<file path="src/rtl/pipe_scene_renderer_if.sv">
// pipe_scene_renderer_if: scan position, game control and pixel/event signals between game logic and the renderer
interface pipe_scene_renderer_if;
    logic       enable;
    logic       restart;
    logic [9:0] x_pos;
    logic [9:0] y_pos;
    logic [9:0] bird_y;
    logic [2:0] rgb;
    logic       collision;
    logic       pipe_passed;
    modport master (
        output enable, restart, x_pos, y_pos, bird_y,
        input  rgb, collision, pipe_passed
    );
    modport slave (
        input  enable, restart, x_pos, y_pos, bird_y,
        output rgb, collision, pipe_passed
    );
endinterface

</file>
<file path="src/rtl/pipe_scene_renderer.sv">
// pipe_scene_renderer: renders sky, two scrolling pipe pairs and the bird, and reports collision and score events
module pipe_scene_renderer #(
    parameter int PIPE_W       = 32,
    parameter int GAP_H        = 120,
    parameter int GAP_MIN      = 60,
    parameter int SCROLL       = 2,
    parameter int BIRD_X       = 160,
    parameter int BIRD_S       = 16,
    parameter int PIPE_SPACING = 320
) (
    input logic                  pll,
    input logic                  rst,
    pipe_scene_renderer_if.slave bus
);
    localparam logic [10:0] SPAWN_R   = 11'(640 + PIPE_W);
    localparam logic [10:0] P1_INIT   = 11'(640 + PIPE_W + PIPE_SPACING);
    localparam logic [9:0]  G0_INIT   = 10'(GAP_MIN + 40);
    localparam logic [9:0]  G1_INIT   = 10'(GAP_MIN + 80);
    localparam logic [9:0]  GAP_MIN_W = 10'(GAP_MIN);
    localparam logic [10:0] GAP_H_W   = 11'(GAP_H);
    localparam logic [10:0] PIPE_W_W  = 11'(PIPE_W);
    localparam logic [10:0] SCROLL_W  = 11'(SCROLL);
    localparam logic [10:0] BIRD_X_W  = 11'(BIRD_X);
    localparam logic [10:0] BIRD_S_W  = 11'(BIRD_S);
    logic [7:0]  lfsr_q, lfsr_d;
    logic [10:0] pipe_r_q [2];
    logic [10:0] pipe_r_d [2];
    logic [9:0]  gap_q [2];
    logic [9:0]  gap_d [2];
    logic [9:0]  bird_y_q, bird_y_d;
    logic [2:0]  rgb_q, rgb_d;
    logic        collision_q, collision_d;
    logic        pipe_passed_q, pipe_passed_d;
    logic [10:0] x11, y11;
    logic        frame_tick, visible, bird_hit, pipe_hit, scroll;
    assign x11        = {1'b0, bus.x_pos};
    assign y11        = {1'b0, bus.y_pos};
    assign frame_tick = bus.x_pos == 10'd0 && bus.y_pos == 10'd480;
    assign visible    = bus.x_pos < 10'd640 && bus.y_pos < 10'd480;
    assign scroll     = frame_tick && bus.enable && !bus.restart;
    assign bird_hit   = x11 >= BIRD_X_W && x11 < BIRD_X_W + BIRD_S_W &&
                        y11 >= {1'b0, bird_y_q} && y11 < {1'b0, bird_y_q} + BIRD_S_W;
    always_comb begin
        pipe_hit = 1'b0;
        for (int i = 0; i < 2; i++)
            pipe_hit = pipe_hit || (x11 + PIPE_W_W >= pipe_r_q[i] && x11 < pipe_r_q[i] &&
                       (y11 < {1'b0, gap_q[i]} || y11 >= {1'b0, gap_q[i]} + GAP_H_W));
    end
    always_comb begin
        lfsr_d        = {lfsr_q[6:0], lfsr_q[7] ^ lfsr_q[5] ^ lfsr_q[4] ^ lfsr_q[3]};
        bird_y_d      = frame_tick ? bus.bird_y : bird_y_q;
        rgb_d         = !visible ? 3'b000 : bird_hit ? 3'b110 : pipe_hit ? 3'b010 : 3'b011;
        collision_d   = bus.restart ? 1'b0 :
                        (bus.enable && ((visible && bird_hit && pipe_hit) ||
                        (frame_tick && {1'b0, bird_y_q} + BIRD_S_W > 11'd480))) ? 1'b1 : collision_q;
        pipe_passed_d = 1'b0;
        pipe_r_d      = pipe_r_q;
        gap_d         = gap_q;
        for (int i = 0; i < 2; i++) begin
            if (bus.restart) begin
                pipe_r_d[i] = (i == 0) ? SPAWN_R : P1_INIT;
                gap_d[i]    = (i == 0) ? G0_INIT : G1_INIT;
            end else if (scroll) begin
                pipe_r_d[i] = pipe_r_q[i] <= SCROLL_W ? SPAWN_R : pipe_r_q[i] - SCROLL_W;
                gap_d[i]    = pipe_r_q[i] <= SCROLL_W ? GAP_MIN_W + {3'b000, lfsr_q[7:1]} : gap_q[i];
                pipe_passed_d = pipe_passed_d || (pipe_r_q[i] > BIRD_X_W && pipe_r_d[i] <= BIRD_X_W);
            end
        end
    end
    always_ff @(posedge pll) begin
        if (rst) begin
            lfsr_q        <= 8'hA5;
            pipe_r_q      <= '{SPAWN_R, P1_INIT};
            gap_q         <= '{G0_INIT, G1_INIT};
            bird_y_q      <= '0;
            rgb_q         <= '0;
            collision_q   <= 1'b0;
            pipe_passed_q <= 1'b0;
        end else begin
            lfsr_q        <= lfsr_d;
            pipe_r_q      <= pipe_r_d;
            gap_q         <= gap_d;
            bird_y_q      <= bird_y_d;
            rgb_q         <= rgb_d;
            collision_q   <= collision_d;
            pipe_passed_q <= pipe_passed_d;
        end
    end
    assign bus.rgb         = rgb_q;
    assign bus.collision   = collision_q;
    assign bus.pipe_passed = pipe_passed_q;
endmodule
</file>
<file path="src/flat_wrapper.sv">
// flat-port wrapper written by rule: the top's interface ports become plain ports
module pipe_scene_renderer_flat 
#(
    parameter int PIPE_W       = 32,
    parameter int GAP_H        = 120,
    parameter int GAP_MIN      = 60,
    parameter int SCROLL       = 2,
    parameter int BIRD_X       = 160,
    parameter int BIRD_S       = 16,
    parameter int PIPE_SPACING = 320
)
  (pll, rst, bus_enable, bus_restart, bus_x_pos, bus_y_pos, bus_bird_y, bus_rgb, bus_collision, bus_pipe_passed);
  pipe_scene_renderer_if bus_i ();
  input logic pll;
  input logic rst;
  input wire logic [$bits(bus_i.enable)-1:0] bus_enable;
  input wire logic [$bits(bus_i.restart)-1:0] bus_restart;
  input wire logic [$bits(bus_i.x_pos)-1:0] bus_x_pos;
  input wire logic [$bits(bus_i.y_pos)-1:0] bus_y_pos;
  input wire logic [$bits(bus_i.bird_y)-1:0] bus_bird_y;
  output wire logic [$bits(bus_i.rgb)-1:0] bus_rgb;
  output wire logic [$bits(bus_i.collision)-1:0] bus_collision;
  output wire logic [$bits(bus_i.pipe_passed)-1:0] bus_pipe_passed;
  assign bus_i.enable = bus_enable;
  assign bus_i.restart = bus_restart;
  assign bus_i.x_pos = bus_x_pos;
  assign bus_i.y_pos = bus_y_pos;
  assign bus_i.bird_y = bus_bird_y;
  assign bus_rgb = bus_i.rgb;
  assign bus_collision = bus_i.collision;
  assign bus_pipe_passed = bus_i.pipe_passed;
  pipe_scene_renderer #(.PIPE_W(PIPE_W), .GAP_H(GAP_H), .GAP_MIN(GAP_MIN), .SCROLL(SCROLL), .BIRD_X(BIRD_X), .BIRD_S(BIRD_S), .PIPE_SPACING(PIPE_SPACING)) u_core (.pll(pll), .rst(rst), .bus(bus_i));
endmodule
</file>
<file path="config.mk">
export PLATFORM = sky130hd
export DESIGN_NAME = pipe_scene_renderer_flat
export DESIGN_NICKNAME = d
export VERILOG_FILES = /design/src/rtl/pipe_scene_renderer_if.sv /design/src/rtl/pipe_scene_renderer.sv /design/src/flat_wrapper.sv
export SDC_FILE = /design/constraint.sdc
export NUM_CORES = 1
export LEC_CHECK = 0
export ABC_AREA = 1
export ABC_CLOCK_PERIOD_IN_PS = 3300
export CORE_MARGIN = 10
export CORE_UTILIZATION = 58
export DETAILED_ROUTE_END_ITERATION = 8
export PLACE_DENSITY = 0.76
export SYNTH_ARGS = -nofsm -noshare
export SYNTH_HDL_FRONTEND = slang
export SYNTH_SLANG_ARGS = --single-unit
</file>
<file path="constraint.sdc">
create_clock -name pll -period 3.3 [get_ports pll]
set_clock_uncertainty 0.1 [all_clocks]
set_input_delay 0.66 -clock pll [delete_from_list [all_inputs] [get_ports pll]]
set_output_delay 0.66 -clock pll [all_outputs]
set_load 0.005 [all_outputs]
</file>
==> results of run 1 <==
## power groups by stage
| stage | clock, mW | combinational [mW] | sequential, mW |
|---|---|---|---|
| after CTS | 0.686 | 0.268 | 0.750 |
| after detailed placement | 0 | 0.267 | 0.768 |
| final | 0.677 | 0.269 | 0.750 |
| after global placement | 0 | 0.257 | 0.767 |
| after global routing | 0.717 | 0.306 | 0.752 |
| after floorplan | 0 | 0.153 | 0.767 |
## worst min path at each step
stage / start / end / slack [ns] / cells past startpoint
final: u_core.lfsr_q[0] / u_core.lfsr_q[1] / 0.31 / 2
after global routing: u_core.lfsr_q[0] / u_core.lfsr_q[1] / 0.34 / 2
after CTS: u_core.lfsr_q[0] / u_core.lfsr_q[1] / 0.31 / 2
after detailed placement: u_core.lfsr_q[0] / u_core.lfsr_q[1] / 0.30 / 2
after global placement: u_core.lfsr_q[0] / u_core.lfsr_q[1] / 0.29 / 2
after floorplan: u_core.lfsr_q[0] / u_core.lfsr_q[1] / 0.29 / 2
## cell families after synthesis
family | after synthesis | share of synthesized area (%)
AO/OA/AOI/OAI | 115 | 11.9
XOR/XNOR | 20 | 3.34
adder cells (fa/ha/maj) | 86 | 20.5
buffers and inverters | 125 | 9.22
flip-flops | 61 | 23.3
AND/OR/NAND/NOR | 378 | 31.6
## metrics by stage
| step | setup slack, ns | total power, mW |
|---|---|---|
| finish | 0.503 | 1.70 |
| global route | 0.238 | 1.77 |
| CTS | 0.531 | 1.70 |
| detailed placement | 0.181 | 1.03 |
| global placement | 0.292 | 1.02 |
| floorplan | 1.02 | 0.919 |
## cell usage in the layout (no fill, tap or decap), drive strengths merged, types with 17 or more instances in the layout
cell type      netlist  routed
ha                  86      86
inv                114     115
nand2              191     191
nand3               68      68
dfxtp               61      61
clkdlybuf4s50        0      38
nor2                90      90
o21ai               37      37
a21oi               62      62
xor2                17      17
## state kept, by name, indices dropped and copies added, names as in the netlist
signal	count
u_core.lfsr_q	8
u_core.pipe_r_q	22
u_core.bus.collision	1
u_core.bus.rgb	3
u_core.bird_y_q	10
u_core.gap_q	16
u_core.bus.pipe_passed	1
## worst min-delay path: cells and delay by family, from the launching register on
| family | cells | cell delay (ns) |
|---|---|---|
| flops | 1 | 0.30 |
| simple gates | 1 | 0.03 |
| buf+inv | 1 | 0.04 |
## routing by layer
layer,GRT usage [%],vias up,routed length [um]
met4,6.93,0,278
li1,-,2682,-
met2,38.7,127,7010
met5,0,-,0
met1,24.4,2334,5890
met3,3.59,26,576
## cell type report
class / instances / area (sq um) / area share (%)
clock buffer: 9 / 124 / 2.07
clock inverter: 7 / 73.8 / 1.23
inverter: 116 / 435 / 7.28
multi-input combinational: 599 / 3530 / 59.1
sequential: 61 / 1220 / 20.4
tap: 108 / 135 / 2.26
timing repair buffer: 48 / 455 / 7.62
==> impl_metrics.csv, run 1 <==
group,metric,value,unit
timing,finalSetupViolCount,0,
setup_path,timing.critical_path.fanout_max,6,
setup_path,reg2reg_setup_slack,1.01,ns
setup_path,worstPathArrival,2.92,ns
final_layout,instances_no_fill,948,
drt,post_drt_antenna_nets,0,
final_layout,post-route-util,68.2,%
final_layout,fillCellCount,797,
clock_tree,postcts_resize_cnt,0,
setup_path,worst_r2r_path_depth,11,
setup_path,worstSetupPathDepth,16,
setup_path,critPathKind,"in2reg",
yosys,netlist_top_cells_area,"dfxtp_1, ha_1, nand2_1",
final_layout,antenna-diode-count,0,
timing,final.hold.worst_slack,0.307,ns
grt,globalRouteTotalUtil,21.2,%
yosys,synth-edff-count,0,
timing,layout_worst_path_cycle_share,84.8,%
timing,slew_viol_final,0,
die,std_cell_rows,34,
power,cellLeakagePower,2.90,nW
timing,worst-slew-pin-transition,0.493,ns
yosys,synthFlopType,"dfxtp_1",
timing,timing.max_slew.rel_slack,66.9,%
drt,number_of_vias_per_cell_after_detailed_routing,5.45,
setup_path,critPathMostFrequentCell,"nand2_1",
clock_tree,cts-root-to-sink-buffers,2,
drt,finalWirelength,13800,um
clock_tree,cts-hold-fix-buffers,0,
power,p_comb_share,15.8,%
setup_path,crit-reg2reg-capture,"u_core.bus.collision",
power,power_per_cell_area,284,nW/um^2
yosys,netlist_instances,785,
clock_tree,cts.repair_timing.setup_buffer_count,0,
die,io_pins,39,
run,drv.max_cap_violation_count,0,
timing,achievable-frequency,0.357,GHz
yosys,yosys.area.top_type,"dfxtp_1",
timing,fin_setup_tns,0,ns
grt,grt_first_pass_wirelength,23100,um
drt,wl_per_cell,14.5,um
placement,gp_routability_congestion,0.902,
final_layout,drive_gt1_share,5.71,%
final_layout,flow.area_growth_from_synthesis,14.1,%
setup_path,slowest_stage,"clkdlybuf4s50_1",
clock_tree,cts-buffers-inserted,9,
hold_path,worst_hold_path_class,"reg2reg",
grt,grt_pass1_vias,5033,
die,placeableCoreArea,8760,sq um
timing,hold_violations,0,
yosys,async_reset_ff_share,0,%
setup_path,timing.critical_path.cells,"clkdlybuf4s50_1 -> ha_1 -> nand3_1 -> xor2_1 -> inv_1 -> ha_1 -> nand2_1 -> inv_1 -> a21oi_1 -> nand2_1 -> nor2_1 -> nand2_1 -> nand3_1 -> nand2_1 -> nand2_1 -> a21oi_1",
final_layout,nNetsFinal,955,
yosys,synthTopCellsByCount,"nand2_1, inv_1, ha_1",
setup_path,worst-endpoint-required,3.42,ns
setup_path,critPathCaptureType,"register",
placement,dpl.cell_count,932,
power,power.switching_fraction,28.7,%
power,internal_power,1.21,mW
clock_tree,cts_sinks,61,
yosys,synth_seq_cells,61,
grt,antenna_found_initial,0,
setup_path,cp_num_buf_inv,3,
yosys,synth_area_per_cell,6.67,sq um
timing,fin_crit,2.80,ns
die,design.die.area,13200,sq um
power,power.clock.fraction,39.9,%
grt,overflow,0,
die,floorplan.die.height,115,um
setup_path,critPathLaunch,"bus_x_pos[5]",
setup_path,timing.critical_path.from_type,"input port",
yosys,synth.cell_area,5240,sq um
setup_path,critical-path-max-stage-delay,0.61,ns
power,irDropWorstVdd,0.236,mV
yosys,synth.most_common_cell,"nand2_1",
clock_tree,reg_clk_slew_reported_paths,0.07,ns
drt,drc,0,
drt,route.vias.total,5169,
drt,drtIter0Drc,387,
clock_tree,clkLatencyLatePin,0.35,ns
drt,drtPass1Iterations,5,
power,pwr-share-seq,44.2,%
clock_tree,cts_tree,"yes",
placement,port_buffers,38,
placement,hpwlAfterDp,11300,um
final_layout,final_design_area_no_fill,5980,sq um
yosys,netlist-cell-type-count,38,
yosys,yosys_warnings,0,
yosys,synthDominantCellAreaShare,23.3,%
die,start_util,59.8,%
setup_path,crit_end,"u_core.bus.collision",
power,power.net_switching,487,uW
setup_path,crit_path_max_delay_family,"buffers and inverters",
clock_tree,cts.root.buffer_cell,"clkbuf_8",
yosys,seq_area_frac_synth,23.3,%
clock_tree,cts.htree.levels,3,
setup_path,regToRegStartpoint,"u_core.bird_y_q[4]",
die,die_w,115,um
grt,grt_max_degree,22,
timing,rsz0062_at_grt,"no",
placement,dpl-instance-area,5780,sq um
yosys,synth_fp_nets,905,
run_status,run_status,"finished clean",
(Power assumes the default switching activity.)
==> run 2: changes to the inputs <==
--- a/config.mk
+++ b/config.mk
@@ -6,11 +6,11 @@
 export NUM_CORES = 1
 export LEC_CHECK = 0
 export ABC_AREA = 1
-export ABC_CLOCK_PERIOD_IN_PS = 3300
+export ABC_CLOCK_PERIOD_IN_PS = 2490
 export CORE_MARGIN = 10
-export CORE_UTILIZATION = 58
+export CORE_UTILIZATION = 54
 export DETAILED_ROUTE_END_ITERATION = 8
-export PLACE_DENSITY = 0.76
+export PLACE_DENSITY = 0.74
 export SYNTH_ARGS = -nofsm -noshare
 export SYNTH_HDL_FRONTEND = slang
 export SYNTH_SLANG_ARGS = --single-unit
==> constraint.sdc (replaced) <==
create_clock -name pll -period 2.49 [get_ports pll]
set_clock_uncertainty 0.1 [all_clocks]
set_input_delay 0.498 -clock pll [delete_from_list [all_inputs] [get_ports pll]]
set_output_delay 0.498 -clock pll [all_outputs]
set_load 0.005 [all_outputs]
==> run 2 against run 1 <==
Compared with the run above: utilization down 1.8 points; design area grew 3.6%; cell count is 4.7% higher; non-clock buffer count is 24 higher; register-to-register slack lost 0.73 ns; clock power rose by 17%; die area rose by 6.1%; global-route usage decreased by 0.71 points; sequential share of layout area fell by 0.69 points; via count is 2.4% higher; critical path type unchanged; largest power group unchanged.
==> impl_metrics.csv, run 2 (synthesis gave the netlist of run 1 again) <==
group,metric,value,unit
timing,layout_worst_path_cycle_share,91.8,%
timing,final.setup.worst_slack,0.203,ns
setup_path,timing.critical_path.from_type,"input port",
final_layout,drive_gt1_share,8.91,%
placement,dpl_worst_slack,-0.282,ns
drt,drc,0,
clock_tree,reg_clk_slew_reported_paths,0.07,ns
setup_path,timing.critical_path.fanout_max,4,
die,std_cell_rows,35,
timing,achievable-frequency,0.437,GHz
final_layout,post-route-util,66.4,%
final_layout,largestRegisters,"u_core.pipe_r_q: 22 flops, u_core.gap_q: 16 flops, u_core.bird_y_q: 10 flops",
final_layout,fillCellCount,874,
setup_path,critPathKind,"in2reg",
run_status,run_status,"finished clean",
placement,dpl-instance-area,6000,sq um
drt,drtPass1Iterations,5,
final_layout,max_flop_register,"u_core.pipe_r_q",
grt,grt_pass1_vias,5153,
power,power_per_cell_area,351,nW/um^2
grt,antenna_found_initial,0,
placement,hpwlAfterDp,11800,um
timing,timing.max_slew.rel_slack,63.1,%
clock_tree,cts-buffers-inserted,9,
final_layout,mostFrequentLayoutCell,"nand2_1",
die,floorplan.die.height,118,um
die,io_pins,39,
grt,grt_max_degree,22,
timing,rsz0062_at_grt,"no",
clock_tree,cts-hold-fix-buffers,0,
final_layout,most-common-layout-cells,"nand2_1, inv_1, ha_1, nor2_1, nand3_1",
drt,finalWirelength,14400,um
drt,number_of_vias_per_cell_after_detailed_routing,5.33,
clock_tree,clkLatencyLatePin,0.36,ns
final_layout,final_design_area_no_fill,6200,sq um
die,die_w,118,um
final_layout,nNetsFinal,979,
timing,slew_viol_final,0,
drt,post_drt_antenna_nets,0,
hold_path,worst_hold_path_class,"reg2reg",
final_layout,largest_register_ffs,22,
die,placeableCoreArea,9330,sq um
timing,worst-slew-pin-transition,0.553,ns
final_layout,flow.area_growth_from_synthesis,18.3,%
die,start_util,56.2,%
timing,fin_crit,2.29,ns
clock_tree,cts_sinks,61,
placement,gp_routability_congestion,0.929,
die,design.die.area,14000,sq um
clock_tree,cts-root-to-sink-buffers,2,
setup_path,worst-endpoint-required,2.62,ns
drt,route.vias.total,5292,
clock_tree,cts_tree,"yes",
clock_tree,cts.root.buffer_cell,"clkbuf_8",
timing,hold_violations,0,
placement,port_buffers,38,
grt,overflow,0,
clock_tree,cts.htree.levels,3,
power,cellLeakagePower,3.03,nW
grt,globalRouteTotalUtil,20.5,%
power,irDropWorstVdd,0.329,mV
setup_path,critPathCaptureType,"register",
timing,finalSetupViolCount,0,
clock_tree,cts.repair_timing.setup_buffer_count,0,
final_layout,antenna-diode-count,0,
setup_path,worstPathArrival,2.41,ns
grt,grt_first_pass_wirelength,24100,um
run,drv.max_cap_violation_count,0,
drt,drtIter0Drc,304,
drt,wl_per_cell,14.5,um
==> run 2: worst max-delay path, cell delays in order <==
cell	delay (ns)
clkdlybuf4s50_1	0.57
inv_1	0.09
nor2_1	0.18
ha_1	0.28
a21o_1	0.19
nor2_1	0.10
nand2_1	0.08
nor2_1	0.12
nor2_1	0.08
nand2_1	0.08
nand2_2	0.06
nand2_1	0.05
a21oi_1	0.05
==> run 2: per-layer routing <==
layer | track usage [%] | up-vias | wire [um]
li1 | - | 2718 | -
met3 | 3.90 | 25 | 575
met1 | 24.3 | 2421 | 6430
met4 | 6.87 | 0 | 286
met2 | 36.2 | 128 | 7090
met5 | 0 | - | 0
==> run 2: what timing repair did <==
action | in CTS | in global routing
hold endpoints to repair | 0 | 0
endpoints found under the setup margin | 0 | 2
resized for setup | 0 | 9
==> run 2: path summary, 6_finish.rpt <==
path	start	end	slack, ns	cells past startpoint
worst max register to register	u_core.gap_q[13]	u_core.bus.collision	0.28	13
worst min-delay path	u_core.lfsr_q[0]	u_core.lfsr_q[1]	0.31	2
worst max-delay path	bus_x_pos[9]	u_core.bus.collision	0.20	13
worst min register to register	u_core.lfsr_q[0]	u_core.lfsr_q[1]	0.31	2
==> run 2: where the power goes <==
group | switching (mW) | total, mW | internal, mW
logic | 0.215 | 0.384 | 0.169
clock network | 0.432 | 0.795 | 0.363
registers | 0.00796 | 0.995 | 0.987
==> run 2: metrics by stage <==
step / TNS [ns] / instances / hold WS [ns] / power [mW]
after global routing: 0 / 993 / 0.324 / 2.28
after CTS: 0 / 993 / 0.306 / 2.20
after global placement: -0.371 / 977 / 0.290 / 1.38
final: 0 / 993 / 0.305 / 2.17
after floorplan: 0 / 785 / 0.288 / 1.22
after detailed placement: -0.723 / 977 / 0.294 / 1.40
==> run 2: area by class of cell <==
class	instances	area [sq um]	share of cell area, %
Clock inverter	7	50.0	0.808
Tap cell	129	161	2.61
Timing Repair Buffer	72	658	10.6
Multi-Input combinational cell	599	3540	57.2
Sequential cell	61	1220	19.7
Inverter	116	435	7.03
Clock buffer	9	124	2.00
